$ cat config.mk
export PLATFORM = sky130hd
export DESIGN_NAME = phase_search_seq_flat
export DESIGN_NICKNAME = d
export VERILOG_FILES = /design/src/rtl/phase_search_seq_if.sv /design/src/rtl/phase_search_seq.sv /design/src/flat_wrapper.sv
export SDC_FILE = /design/constraint.sdc
export NUM_CORES = 1
export LEC_CHECK = 0
export CAP_MARGIN = 5
export CORE_MARGIN = 1
export CORE_UTILIZATION = 40
export DETAILED_ROUTE_END_ITERATION = 7
export DONT_BUFFER_PORTS = 1
export PLACE_DENSITY = 0.59
export SETUP_SLACK_MARGIN = 0.02
export SYNTH_ARGS = -nofsm -noshare
export SYNTH_HDL_FRONTEND = slang
export SYNTH_SLANG_ARGS = --single-unit
$ cat constraint.sdc
create_clock -name clk_fast -period 3.3 [get_ports clk_fast]
set_input_delay 0.165 -clock clk_fast [delete_from_list [all_inputs] [get_ports clk_fast]]
set_output_delay 0.165 -clock clk_fast [all_outputs]
set_load 0.02 [all_outputs]
$ cat src/rtl/phase_search_seq_if.sv
// Control/status bundle between the phase-search sequencer and whoever drives it.
// Covers the config/start side, the core-facing side and the status/debug outputs.
interface phase_search_seq_if;
    // start is a one-cycle request honoured only when the sequencer is idle or failed;
    // abort is a level that wins over everything, so there is no ready/ack return path.
    logic       start;
    logic       abort;
    logic [7:0] cfg_div_ratio;
    logic [7:0] cfg_pre_bits;
    logic [7:0] cfg_min_pulses;
    logic       adc_pulse;
    logic       core_sync_locked;
    logic       core_enable;
    logic       core_preamble_end;
    logic [7:0] core_div_ratio;
    logic       busy;
    logic       locked;
    logic       lock_lost;
    logic       fail;
    logic [1:0] retry_cnt;
    logic [2:0] state_dbg;

    modport master (
        output start, abort, cfg_div_ratio, cfg_pre_bits, cfg_min_pulses,
               adc_pulse, core_sync_locked,
        input  core_enable, core_preamble_end, core_div_ratio, busy, locked,
               lock_lost, fail, retry_cnt, state_dbg
    );

    modport slave (
        input  start, abort, cfg_div_ratio, cfg_pre_bits, cfg_min_pulses,
               adc_pulse, core_sync_locked,
        output core_enable, core_preamble_end, core_div_ratio, busy, locked,
               lock_lost, fail, retry_cnt, state_dbg
    );
endinterface

$ cat src/rtl/phase_search_seq.sv
// Sequencer for the dynamic phase-search core: arms the core, times the preamble window,
// waits for lock, watches for lock loss and retries a bounded number of times.
module phase_search_seq #(
    parameter int ARM_CYC   = 2,
    parameter int DROP_CYC  = 2,
    parameter int LOCK_TO   = 64,
    parameter int LOSS_BITS = 8,
    parameter int MAX_RETRY = 3
) (
    input logic              clk_fast,
    input logic              rst_n,
    phase_search_seq_if.slave ctl
);
    localparam int CNT_MAX = (255 * LOSS_BITS > LOCK_TO) ? 255 * LOSS_BITS : LOCK_TO;
    localparam int CNT_W   = $clog2(CNT_MAX + 1);

    typedef enum logic [2:0] {
        S_IDLE  = 3'd0,
        S_ARM   = 3'd1,
        S_PRE   = 3'd2,
        S_WAIT  = 3'd3,
        S_TRACK = 3'd4,
        S_RETRY = 3'd5,
        S_FAIL  = 3'd6
    } state_t;

    state_t           state, next_state;
    logic [CNT_W-1:0] cnt;
    logic [7:0]       bit_cnt;
    logic [7:0]       pulse_cnt;
    logic [7:0]       div_r, pre_r, min_r;
    logic [1:0]       retry_r;
    logic             enable_r, pe_r, busy_r, locked_r, lost_r, fail_r;
    logic             pe_next, lost_next;

    logic             start_ok;
    logic             wrap;
    logic             win_end;
    logic [7:0]       pulse_total;
    logic [CNT_W-1:0] wd_last;

    assign start_ok    = ctl.start && !ctl.abort && (state == S_IDLE || state == S_FAIL);
    assign wrap        = (cnt == CNT_W'(div_r) - CNT_W'(1));
    assign win_end     = (state == S_PRE) && wrap && (bit_cnt == pre_r - 8'd1);
    // The pulse arriving on the window's final cycle still counts toward the threshold.
    assign pulse_total = (ctl.adc_pulse && pulse_cnt != 8'hFF) ? pulse_cnt + 8'd1 : pulse_cnt;
    assign wd_last     = CNT_W'(div_r) * CNT_W'(LOSS_BITS) - CNT_W'(1);

    always_comb begin
        next_state = state;
        pe_next    = 1'b0;
        lost_next  = 1'b0;
        case (state)
            S_IDLE, S_FAIL: if (start_ok) next_state = S_ARM;
            S_ARM:   if (cnt == CNT_W'(ARM_CYC - 1)) next_state = S_PRE;
            S_PRE: begin
                if (win_end) begin
                    if (pulse_total >= min_r) begin
                        pe_next    = 1'b1;
                        next_state = S_WAIT;
                    end else begin
                        next_state = S_RETRY;
                    end
                end
            end
            S_WAIT: begin
                if (ctl.core_sync_locked)                next_state = S_TRACK;
                else if (cnt == CNT_W'(LOCK_TO - 1))     next_state = S_RETRY;
            end
            S_TRACK: begin
                if (!ctl.adc_pulse && cnt == wd_last) begin
                    lost_next  = 1'b1;
                    next_state = S_RETRY;
                end
                if (!ctl.core_sync_locked) next_state = S_RETRY;
            end
            S_RETRY: begin
                if (cnt == CNT_W'(DROP_CYC - 1))
                    next_state = (retry_r == 2'(MAX_RETRY)) ? S_FAIL : S_ARM;
            end
            default: next_state = S_IDLE;
        endcase
        if (ctl.abort) begin
            next_state = S_IDLE;
            pe_next    = 1'b0;
            lost_next  = 1'b0;
        end
    end

    always_ff @(posedge clk_fast or negedge rst_n) begin
        if (!rst_n) begin
            state     <= S_IDLE;
            cnt       <= '0;
            bit_cnt   <= '0;
            pulse_cnt <= '0;
            div_r     <= 8'd2;
            pre_r     <= 8'd1;
            min_r     <= '0;
            retry_r   <= '0;
            enable_r  <= 1'b0;
            pe_r      <= 1'b0;
            busy_r    <= 1'b0;
            locked_r  <= 1'b0;
            lost_r    <= 1'b0;
            fail_r    <= 1'b0;
        end else begin
            state <= next_state;

            // One shared counter: ARM/RETRY duration, PRE bit timing, WAIT timeout, TRACK watchdog.
            if (next_state != state)                        cnt <= '0;
            else if (state == S_PRE && wrap)                cnt <= '0;
            else if (state == S_TRACK && ctl.adc_pulse)     cnt <= '0;
            else if (state != S_IDLE && state != S_FAIL)    cnt <= cnt + CNT_W'(1);

            if (next_state != state)         bit_cnt <= '0;
            else if (state == S_PRE && wrap) bit_cnt <= bit_cnt + 8'd1;

            if (next_state != state)                        pulse_cnt <= '0;
            else if (state == S_PRE)                        pulse_cnt <= pulse_total;

            if (start_ok) begin
                div_r <= (ctl.cfg_div_ratio < 8'd2) ? 8'd2 : ctl.cfg_div_ratio;
                pre_r <= (ctl.cfg_pre_bits == 8'd0) ? 8'd1 : ctl.cfg_pre_bits;
                min_r <= ctl.cfg_min_pulses;
            end

            if (start_ok)
                retry_r <= '0;
            else if (next_state == S_RETRY && state != S_RETRY && retry_r != 2'd3)
                retry_r <= retry_r + 2'd1;

            enable_r <= (next_state == S_ARM) || (next_state == S_PRE) ||
                        (next_state == S_WAIT) || (next_state == S_TRACK);
            busy_r   <= (next_state != S_IDLE) && (next_state != S_FAIL);
            locked_r <= (next_state == S_TRACK);
            fail_r   <= (next_state == S_FAIL);
            pe_r     <= pe_next;
            lost_r   <= lost_next;
        end
    end

    assign ctl.core_enable       = enable_r;
    assign ctl.core_preamble_end = pe_r;
    assign ctl.core_div_ratio    = div_r;
    assign ctl.busy              = busy_r;
    assign ctl.locked            = locked_r;
    assign ctl.lock_lost         = lost_r;
    assign ctl.fail              = fail_r;
    assign ctl.retry_cnt         = retry_r;
    assign ctl.state_dbg         = state;
endmodule

$ cat src/flat_wrapper.sv
// flat-port wrapper written by rule: the top's interface ports become plain ports
module phase_search_seq_flat 
#(
    parameter int ARM_CYC   = 2,
    parameter int DROP_CYC  = 2,
    parameter int LOCK_TO   = 64,
    parameter int LOSS_BITS = 8,
    parameter int MAX_RETRY = 3
)
  (clk_fast, rst_n, ctl_start, ctl_abort, ctl_cfg_div_ratio, ctl_cfg_pre_bits, ctl_cfg_min_pulses, ctl_adc_pulse, ctl_core_sync_locked, ctl_core_enable, ctl_core_preamble_end, ctl_core_div_ratio, ctl_busy, ctl_locked, ctl_lock_lost, ctl_fail, ctl_retry_cnt, ctl_state_dbg);
  phase_search_seq_if ctl_i ();
  input logic clk_fast;
  input logic rst_n;
  input wire logic [$bits(ctl_i.start)-1:0] ctl_start;
  input wire logic [$bits(ctl_i.abort)-1:0] ctl_abort;
  input wire logic [$bits(ctl_i.cfg_div_ratio)-1:0] ctl_cfg_div_ratio;
  input wire logic [$bits(ctl_i.cfg_pre_bits)-1:0] ctl_cfg_pre_bits;
  input wire logic [$bits(ctl_i.cfg_min_pulses)-1:0] ctl_cfg_min_pulses;
  input wire logic [$bits(ctl_i.adc_pulse)-1:0] ctl_adc_pulse;
  input wire logic [$bits(ctl_i.core_sync_locked)-1:0] ctl_core_sync_locked;
  output wire logic [$bits(ctl_i.core_enable)-1:0] ctl_core_enable;
  output wire logic [$bits(ctl_i.core_preamble_end)-1:0] ctl_core_preamble_end;
  output wire logic [$bits(ctl_i.core_div_ratio)-1:0] ctl_core_div_ratio;
  output wire logic [$bits(ctl_i.busy)-1:0] ctl_busy;
  output wire logic [$bits(ctl_i.locked)-1:0] ctl_locked;
  output wire logic [$bits(ctl_i.lock_lost)-1:0] ctl_lock_lost;
  output wire logic [$bits(ctl_i.fail)-1:0] ctl_fail;
  output wire logic [$bits(ctl_i.retry_cnt)-1:0] ctl_retry_cnt;
  output wire logic [$bits(ctl_i.state_dbg)-1:0] ctl_state_dbg;
  assign ctl_i.start = ctl_start;
  assign ctl_i.abort = ctl_abort;
  assign ctl_i.cfg_div_ratio = ctl_cfg_div_ratio;
  assign ctl_i.cfg_pre_bits = ctl_cfg_pre_bits;
  assign ctl_i.cfg_min_pulses = ctl_cfg_min_pulses;
  assign ctl_i.adc_pulse = ctl_adc_pulse;
  assign ctl_i.core_sync_locked = ctl_core_sync_locked;
  assign ctl_core_enable = ctl_i.core_enable;
  assign ctl_core_preamble_end = ctl_i.core_preamble_end;
  assign ctl_core_div_ratio = ctl_i.core_div_ratio;
  assign ctl_busy = ctl_i.busy;
  assign ctl_locked = ctl_i.locked;
  assign ctl_lock_lost = ctl_i.lock_lost;
  assign ctl_fail = ctl_i.fail;
  assign ctl_retry_cnt = ctl_i.retry_cnt;
  assign ctl_state_dbg = ctl_i.state_dbg;
  phase_search_seq #(.ARM_CYC(ARM_CYC), .DROP_CYC(DROP_CYC), .LOCK_TO(LOCK_TO), .LOSS_BITS(LOSS_BITS), .MAX_RETRY(MAX_RETRY)) u_core (.clk_fast(clk_fast), .rst_n(rst_n), .ctl(ctl_i));
endmodule
; ---- Word level (Yosys, flattened, before mapping)
; Index checks and enable logic that the tools add are counted.
[totals]
ff_bits = 62
output_inout_bits = 19
elab_cells = 105
[op_classes]
n_addsub = 7
n_lt_le_gt_ge = 2
eq_ne = 24
mux = 32
reduce_logical = 26
[op_table]
columns = op, count
row1 = $mux W8, 7
row2 = $mux W11, 4
row3 = $mux W3, 11
row4 = $eq A11 B11 Y1, 2
row5 = $eq A3 B3 Y1 const B, 6
row6 = $pmux W3 S6, 1
row7 = $add A8 B1 Y8 const B, 2
row8 = $eq A3 B2 Y1 const B, 4
row9 = $add A11 B1 Y11 const B, 1
row10 = $eq A11 B1 Y1 const B, 1
row11 = $eq A11 B6 Y1 const B, 1
row12 = $logic_and A1 B1 Y1, 11
row13 = $sub A11 B1 Y11 const B, 1
row14 = $ne A3 B3 Y1 const B, 3
row15 = $sub A8 B1 Y9 const B, 1
row16 = $eq A8 B8 Y1, 1
row17 = $ge A8 B8 Y1, 1
row18 = $logic_not A8 Y1, 1
row19 = $lt A8 B2 Y1 const B, 1
row20 = $ne A8 B8 Y1 const B, 1
row21 = $sub A8 B1 Y8 const B, 1
row22 = $mux W1, 7
row23 = $eq A3 B1 Y1 const B, 2
row24 = $reduce_bool A2 Y1, 3
row25 = other kinds (11), 17

; ---- Logic depth before layout (Yosys ltp)
; Gate-level depths: netlist of run 1.
[depth]
word_depth = 13
mapped_depth = 14
mapped_depth_nobuf = 14

; ---- Worst setup path before layout of run 1
; OpenSTA, ideal clock, no wires.
[synth_path]
path_type = register to register
from = register u_core.div_r[0], in the netlist u_core.ctl.core_div_ratio[0]
to = register u_core.bit_cnt[7]
setup_time_ns = 0.078
arrival_time_ns = 3.082
required_time_ns = 3.222
path_slack_ns = 0.141
stages_incl_launch_ff = 11
n_path_buf = 0
path_cell_list = dfrtp_1 > inv_1 > ha_1 > nor3b_1 > nor3b_1 > xnor3_1 > a21bo_2 > nor4_4 > nand4_2 > or4_1 > a21oi_1
[synth_via]
elab_chain_len = 9
[synth_lines]
columns = item, line
row1 = start: declaration, phase_search_seq.sv:31  ; logic [7:0] div_r, pre_r, min_r;
row2 = start signal: assignment, phase_search_seq.sv:122  ; div_r <= (ctl.cfg_div_ratio < 8'd2) ? 8'd2 : ctl.cfg_div_ratio;
row3 = $sub A11 B1 Y11 or $sub A8 B1 Y9 (tied branches), "phase_search_seq.sv:47, phase_search_seq.sv:43"
row4 = $eq A11 B11 Y1 (on tied branches), "phase_search_seq.sv:71, phase_search_seq.sv:43"
row5 = $logic_and A1 B1 Y1 (on tied branches), "phase_search_seq.sv:71, phase_search_seq.sv:44, phase_search_seq.sv:116"
row6 = $mux W3 or $logic_and A1 B1 Y1 (tied branches), "phase_search_seq.sv:71, phase_search_seq.sv:44"
row7 = $mux W3 (on tied branches), "phase_search_seq.sv:75, phase_search_seq.sv:57"
row8 = $pmux W3 S6, phase_search_seq.sv:53  ; case (state)
row9 = $mux W3, phase_search_seq.sv:83  ; if (ctl.abort) begin
row10 = $ne A3 B3 Y1, phase_search_seq.sv:115  ; if (next_state != state) bit_cnt <= '0;
row11 = $mux W8 or $reduce_bool A2 Y1 (tied branches), n/a
row12 = end signal: assignment, phase_search_seq.sv:116  ; else if (state == S_PRE && wrap) bit_cnt <= bit_cnt + 8'd1;
row13 = end: declaration, phase_search_seq.sv:29  ; logic [7:0] bit_cnt;
; Parallel ways exist; a longest one is shown, timed or not.
; A chain may end at the register's enable or synchronous reset.

; ---- Worst setup path after layout of run 1
[layout_path]
from = register u_core.pulse_cnt[0]
to = register u_core.retry_r[1], in the netlist u_core.ctl.retry_cnt[1]
[layout_via]
elab_chain_len = 12
[layout_lines]
columns = item, line
row1 = start: declaration, phase_search_seq.sv:30  ; logic [7:0] pulse_cnt;
row2 = start signal: assignment, phase_search_seq.sv:119  ; else if (state == S_PRE) pulse_cnt <= pulse_total;
row3 = branches (longest 2 deep; another with $add A8 B1 Y8), n/a
row4 = $mux W8 (*), phase_search_seq.sv:46  ; assign pulse_total = (ctl.adc_pulse && pulse_cnt != 8'hFF) ? pulse_cnt + 8'd1 : pulse_cnt;
row5 = $ge A8 B8 Y1 (*), phase_search_seq.sv:58  ; if (pulse_total >= min_r) begin
row6 = $mux W3 (*), phase_search_seq.sv:58
row7 = $mux W3 (*), phase_search_seq.sv:57  ; if (win_end) begin
row8 = $pmux W3 S6 (*), phase_search_seq.sv:53
row9 = $mux W3 (*), phase_search_seq.sv:83
row10 = $eq A3 B3 Y1 (*), phase_search_seq.sv:129  ; else if (next_state == S_RETRY && state != S_RETRY && retry_r != 2'd3)
row11 = $logic_and A1 B1 Y1 (*) (2 in a row), phase_search_seq.sv:129
row12 = $reduce_bool A2 Y1 (no line) (*), n/a
row13 = end signal: assignment, phase_search_seq.sv:130  ; retry_r <= retry_r + 2'd1;
row14 = end: declaration, phase_search_seq.sv:32  ; logic [1:0] retry_r;
; Mark *: on every way between the ends.

==> results of run 1 <==
## worst paths after layout
path	from	endpoint	slack (ps)	depth (start not counted)
worst max-delay path	u_core.pulse_cnt[0]	u_core.ctl.retry_cnt[1]	280	14
worst min-delay path	ctl_cfg_pre_bits[0]	u_core.pre_r[0]	10	2
worst max register to register	u_core.pulse_cnt[0]	u_core.ctl.retry_cnt[1]	280	14
worst min register to register	u_core.min_r[0]	u_core.min_r[0]	500	2
max in group asynchronous	rst_n	u_core.pre_r[0]	2610	2
min in group asynchronous	rst_n	u_core.min_r[3]	370	2
## per-stage QoR
step	worst slack (ps)	area, um2
floorplan	141	4070
global placement	359	4230
detailed placement	284	4230
CTS	252	4730
global route	-23.2	4740
finish	281	4740
## state kept, by name, summed over array words and instances (netlist names), 2 cells and up
signal / cells
u_core.ctl.state_dbg: 3
u_core.ctl.retry_cnt: 2
u_core.ctl.core_div_ratio: 8
u_core.min_r: 8
u_core.bit_cnt: 8
u_core.pre_r: 8
u_core.pulse_cnt: 8
u_core.cnt: 11
## timing repair
action,CTS,global route
gates resized for setup,0,1
endpoints found under the hold margin,89,0
endpoints found under the setup margin,0,2
buffers inserted,0,2
hold buffers,26,0
## power groups by stage
| stage | clock (mW) | combinational [mW] | sequential, mW |
|---|---|---|---|
| 2_1_floorplan | 0 | 0.821 | 1.13 |
| 3_3_place_gp | 0 | 0.999 | 1.18 |
| 3_5_place_dp | 0 | 1.02 | 1.19 |
| 4_1_cts | 0.752 | 1.07 | 1.17 |
| 5_1_grt | 0.787 | 1.18 | 1.20 |
| 6_report | 0.732 | 1.07 | 1.17 |
## cells in the mapped netlist (all sizes together) (2+ instances only)
cell type / number
and3: 3
o211ai: 2
nor2b: 3
ha: 15
a31oi: 4
mux2: 11
nor4: 8
nor2: 45
dfrtp: 60
a21oi: 12
a211oi: 4
buf: 6
and4: 2
inv: 20
nand4: 10
dfstp: 2
nand2: 39
xnor3: 4
nand3b: 4
nor3b: 3
o31ai: 5
or4: 4
or3b: 2
xor2: 21
a31o: 2
or3: 2
xnor2: 33
nor3: 16
and2: 3
nand2b: 12
clkbuf: 17
a21bo: 2
o21ai: 29
mux2i: 5
nand3: 11
o21a: 4
## cells by family (layout without fill, tap and decap cells)
kind of cell / after synthesis / after routing / share of synthesized area (%)
compound gates: 73 / 73 / 11.7
xor+xnor: 58 / 58 / 13.8
fa+ha+maj: 15 / 15 / 4.61
buf+inv: 43 / 76 / 4.18
flops: 62 / 62 / 38.2
mux: 16 / 16 / 4.27
simple gates: 172 / 172 / 23.2
## critical path: cells and delay by family, from the launching register on
| kind | cells | cell delay [ps] |
|---|---|---|
| XOR/XNOR | 1 | 200 |
| AND/OR/NAND/NOR | 5 | 770 |
| flip-flops | 1 | 430 |
| multiplexers | 1 | 210 |
| AO/OA/AOI/OAI | 5 | 810 |
| adder cells (fa/ha/maj) | 2 | 550 |
## area by class of cell
| cell class | instances | area, um2 | area share (%) |
|---|---|---|---|
| repair buffers | 40 | 383 | 8.07 |
| well taps | 133 | 166 | 3.51 |
| flip-flops and latches | 62 | 1550 | 32.8 |
| multi-input cells | 334 | 2350 | 49.4 |
| inverters | 20 | 75.1 | 1.58 |
| clock inverters | 2 | 37.5 | 0.791 |
| clock buffers | 14 | 183 | 3.85 |
## per-layer routing
layer	wire length [um]	up-vias	GRT usage, %
met3	382	15	5.56
met1	4320	1597	24.2
met4	182	0	6.50
met2	4650	67	30.5
met5	0	-	0
li1	-	1593	-
==> results.json, run 1 <==
{
  "vdd_drop_max_uv": 234,
  "antenna_found_initial": 0,
  "path_cells": "ha_1 > nand3_1 > o21a_2 > nand4_1 > xnor2_1 > ha_1 > a21o_1 > a21oi_1 > o21ai_0 > nand3_1 > nand2_1 > o21a_1 > nor3_2 > mux2i_1",
  "root_buffer": "clkbuf_8",
  "synth-seq-cells": 62,
  "maxCapViolations": 0,
  "core_mm2": 0.00982,
  "port_buffers": 0,
  "fp.dieW_um": 103,
  "die_h_um": 103,
  "period_needed_ps": 3020,
  "netlist_area_mm2": 0.00407,
  "ant_nets": 0,
  "power_density_mw_per_mm2": 626,
  "cts_tree": "done",
  "ys_async_sr_fraction_pct": 100,
  "clk_pin_slew_ps": 70,
  "cts_buffers": 9,
  "placementRows": 36,
  "ys_seq_area_share_pct": 38.2,
  "crit_arrival_ps": 3280,
  "track_usage_pct": 18.9,
  "finalPower_mw": 2.97,
  "nets": 512,
  "tns_ps": 0,
  "h-tree-depth": 3,
  "required_ps": 3560,
  "grt_pass1_wl_mm": 15.1,
  "synth_top_area_cell": "dfrtp_1",
  "drv_slew": 0,
  "clockBufferDepth": 2,
  "initial_utilization_pct": 41.4,
  "syn_area_per_cell_um2": 9.27,
  "power_frac_comb_pct": 36.0,
  "ys.flop_type": "dfrtp_1",
  "grt_pass1_vias": 3045,
  "run_status": "finished clean",
  "relSlewSlack_pct": 53.7,
  "netlist_instances": 439,
  "layout_common_cells": "dfrtp_1 (60), nor2_1 (44), nand2_1 (39), xnor2_1 (33), o21ai_0 (29)",
  "wl_per_cell_um": 15.8,
  "slowest_stage": "dfrtp_1",
  "p_sw_share_pct": 37.6,
  "cp_max_fo": 6,
  "drt_pre_antenna_iters": 5,
  "holdWs_ps": 14.5,
  "hpwl_mm": 6.61,
  "cts_sinks": 62,
  "netlist.area_leader.share_pct": 36.9,
  "internal_power_mw": 1.86,
  "tightestPinTransition_ps": 694,
  "syn-num-nets": 484,
  "drt_wl_total_mm": 9.54,
  "finalClockSkew_ps": 9.22,
  "hp-class": "in2reg",
  "leakagePower_nw": 2.02,
  "crit_path_max_incr_delay_ps": 430,
  "switching_power_mw": 1.12,
  "drive_gt1_share_pct": 11.9,
  "grt-ovfl-total": 0,
  "dieArea_mm2": 0.0106,
  "final_common_cell": "dfrtp_1",
  "clk_latency_ps": 330,
  "synth-edff-count": 0,
  "ys_top_cells_by_area": "dfrtp_1 (37%), xnor2_1 (7.1%), ha_1 (4.6%)",
  "final_util_pct": 48.3,
  "first_iter_violations": 153,
  "syn2layout_area_growth_pct": 16.6,
  "ios": 49,
  "power_frac_seq_pct": 39.4,
  "hold_viol": 0,
  "dpl.cell_count": 561,
  "fmax_ghz": 0.331,
  "grt_max_degree": 63,
  "yosys_warnings": 0,
  "pwr-share-clk_pct": 24.6,
  "cp-end-kind": "register",
  "fin_cells": 605,
  "num_vias": 3272,
  "cp-start-kind": "register",
  "fillers": 946,
  "diodes": 0,
  "gp_congestion": 0.879,
  "drc": 0,
  "synth.distinct_cells": 61,
  "setup_viol_count_final": 0,
  "via_per_inst": 5.41,
  "path_class": "reg2reg",
  "period_share_pct": 91.5
}
No activity file was read; power rests on OpenSTA's default activity.
==> inputs of run 2 (changes only) <==
CELL_PAD_IN_SITES_DETAIL_PLACEMENT = 1   (was unset)
CELL_PAD_IN_SITES_GLOBAL_PLACEMENT = 2   (was unset)
CORE_UTILIZATION = 36   (was 40)
PLACE_DENSITY = 0.81   (was 0.59)
clock period = 2.7 ns   (was 3.3 ns; I/O delays follow)
==> run 2 against run 1 <==
  * The flow now finishes with violations (setup timing)
  * Sequential cell count unchanged
  * Worst hold slack worse by 14 ps
  * Sequential power rose by 14%
  * Combinational power rose by 92%
  * Worst setup slack worse by 480 ps
  * Clock skew fell by 1.5 ps
  * Critical endpoint is now u_core.ctl.retry_cnt[0]
  * Largest cell class unchanged
  * Highest routed layer unchanged
==> results.json, run 2 (synthesis results as in run 1) <==
{
  "largest_register": "u_core.cnt",
  "multi_input_area_mm2": 0.00266,
  "r2r-start": "u_core.ctl.core_div_ratio[1]",
  "crit_path_max_incr_delay_ps": 570,
  "rsz0062_at_grt": "true",
  "power_frac_comb_pct": 43.9,
  "clockBufferDepth": 2,
  "r2r_end": "u_core.ctl.retry_cnt[0]",
  "hold_viol": 0,
  "period_needed_ps": 2900,
  "drc": 0,
  "first_iter_violations": 126,
  "fmax_ghz": 0.345,
  "dieArea_mm2": 0.0117,
  "antenna_found_initial": 0,
  "h-tree-depth": 3,
  "hp-class": "in2reg",
  "power_frac_seq_pct": 28.5,
  "grt-ovfl-total": 0,
  "cts_sinks": 62,
  "setup_slack_ps": -200,
  "drt_wl_total_mm": 12.8,
  "maxCapViolations": 0,
  "crit_family": "simple AND/OR/NAND/NOR gates",
  "final_common_cell": "dfrtp_1",
  "num_vias": 3588,
  "switching_power_mw": 1.72,
  "fp.dieW_um": 108,
  "root_buffer": "clkbuf_16",
  "finalClockSkew_ps": 7.74,
  "path_buf_inv": 1,
  "diodes": 0,
  "syn2layout_area_growth_pct": 39.1,
  "whs_path_depth": 2,
  "track_usage_pct": 22.9,
  "ant_nets": 0,
  "pwr-share-clk_pct": 27.7,
  "finalPower_mw": 4.66,
  "final_util_pct": 51.8,
  "violations": "setup timing",
  "internal_power_mw": 2.94,
  "grt_max_degree": 63,
  "grt_pass1_wl_mm": 20.4,
  "die_h_um": 108,
  "largest_reg_flops": 11,
  "wl_per_cell_um": 19.4,
  "leakagePower_nw": 2.38,
  "placementRows": 38,
  "relSlewSlack_pct": 60.9,
  "min_from": "ctl_cfg_div_ratio[0]",
  "drv_slew": 0,
  "p_sw_share_pct": 36.9,
  "nets": 563,
  "crit_arrival_ps": 3150,
  "cp-start-kind": "register",
  "cts_buffers": 9,
  "setup_viol_count_final": 35,
  "core_mm2": 0.0109,
  "initial_utilization_pct": 37.2,
  "layout_common_cells": "dfrtp_1 (58), buf_4 (57), nand2_1 (36), xnor2_1 (33), o21ai_0 (28)",
  "seq_area_mm2": 0.00156,
  "grt_pass1_vias": 3946,
  "period_share_pct": 107,
  "r2r_slack_ps": -200,
  "path_class": "reg2reg",
  "tightestPinTransition_ps": 580,
  "power_density_mw_per_mm2": 824,
  "path_cells": "inv_2 > ha_4 > xor2_1 > nand3_1 > nor4_2 > or4bb_4 > o21a_4 > and4_4 > nor3_4 > mux2i_1",
  "ios": 49,
  "clk_pin_slew_ps": 60,
  "gp_congestion": 0.805,
  "whs_endpoint": "u_core.ctl.core_div_ratio[0]",
  "port_buffers": 0,
  "cp-end-kind": "register",
  "hpwl_mm": 7.95,
  "vdd_drop_max_uv": 342,
  "cts_tree": "done",
  "clk_latency_ps": 330,
  "reg2reg_depth": 10,
  "via_per_inst": 5.41,
  "required_ps": 2950,
  "slowest_stage": "dfstp_2",
  "fillers": 1202,
  "drive_gt1_share_pct": 31.4,
  "drt_pre_antenna_iters": 7,
  "cp_max_fo": 4,
  "run_status": "complete, but fails checks"
}
## run 2: cell types whose count changed in the layout (fill, tap and decap cells not counted), sizes merged
cell	previous run	this run
bufinv	1	2
buf	15	66
clkinv	0	2
clkbuf	14	12
clkinvlp	1	0
## run 2: what timing repair did
item / CTS / global route
endpoints found under the setup margin: 34 / 37
gates cloned: 3 / 0
buffers inserted: 6 / 11
endpoints found under the hold margin: 91 / 0
pin swaps: 13 / 26
hold buffers: 26 / 0
gates resized for setup: 39 / 39
## run 2: routing by layer
| metal | share of wire [%] | vias to the layer above | GRT usage (%) |
|---|---|---|---|
| met4 | 1.3 | 0 | 7.34 |
| met2 | 53 | 56 | 42.0 |
| met1 | 43 | 1831 | 27.0 |
| met3 | 2.8 | 16 | 3.80 |
| li1 | - | 1685 | - |
| met5 | 0 | - | 0 |
## run 2: power groups by stage
stage / Clock [mW] / Sequential (mW) / Combinational (mW)
6_report: 1.29 / 1.33 / 2.05
4_1_cts: 1.31 / 1.32 / 1.91
3_3_place_gp: 0 / 1.32 / 1.53
2_1_floorplan: 0 / 1.38 / 1.03
5_1_grt: 1.34 / 1.35 / 2.20
3_5_place_dp: 0 / 1.34 / 1.59
## run 2: worst max-delay path by stage
stage	slack, ps	startpoint	to	cells after the start
after global routing	-310	u_core.pulse_cnt[0]	u_core.ctl.core_enable	14
after CTS	-140	u_core.pulse_cnt[1]	u_core.ctl.retry_cnt[0]	14
after global placement	-130	u_core.ctl.core_div_ratio[1]	u_core.ctl.core_enable	10
after floorplan	-70	u_core.ctl.core_div_ratio[0]	u_core.bit_cnt[6]	10
after detailed placement	-180	u_core.pulse_cnt[0]	u_core.ctl.retry_cnt[0]	14
final	-200	u_core.ctl.core_div_ratio[1]	u_core.ctl.retry_cnt[0]	10
## run 2: layout make-up
class / instances / share of cell area (%)
Clock buffer: 12 / 4.53
Clock inverter: 4 / 1.24
Inverter: 20 / 1.33
Multi-Input combinational cell: 334 / 46.9
Sequential cell: 62 / 27.5
Tap cell: 140 / 3.09
Timing Repair Buffer: 91 / 15.4
## run 2: per-stage QoR
stage | TNS (ps) | instance area, um2 | cells | setup WS, ps | hold WS (ps)
finish | -5280 | 5660 | 663 | -200 | 0.727
global route | -7280 | 5660 | 663 | -306 | 31.6
CTS | -2150 | 5440 | 653 | -139 | 18.5
detailed placement | -2730 | 4560 | 602 | -180 | -159
global placement | -1680 | 4560 | 602 | -126 | -159
floorplan | -131 | 4110 | 439 | -65.4 | -161
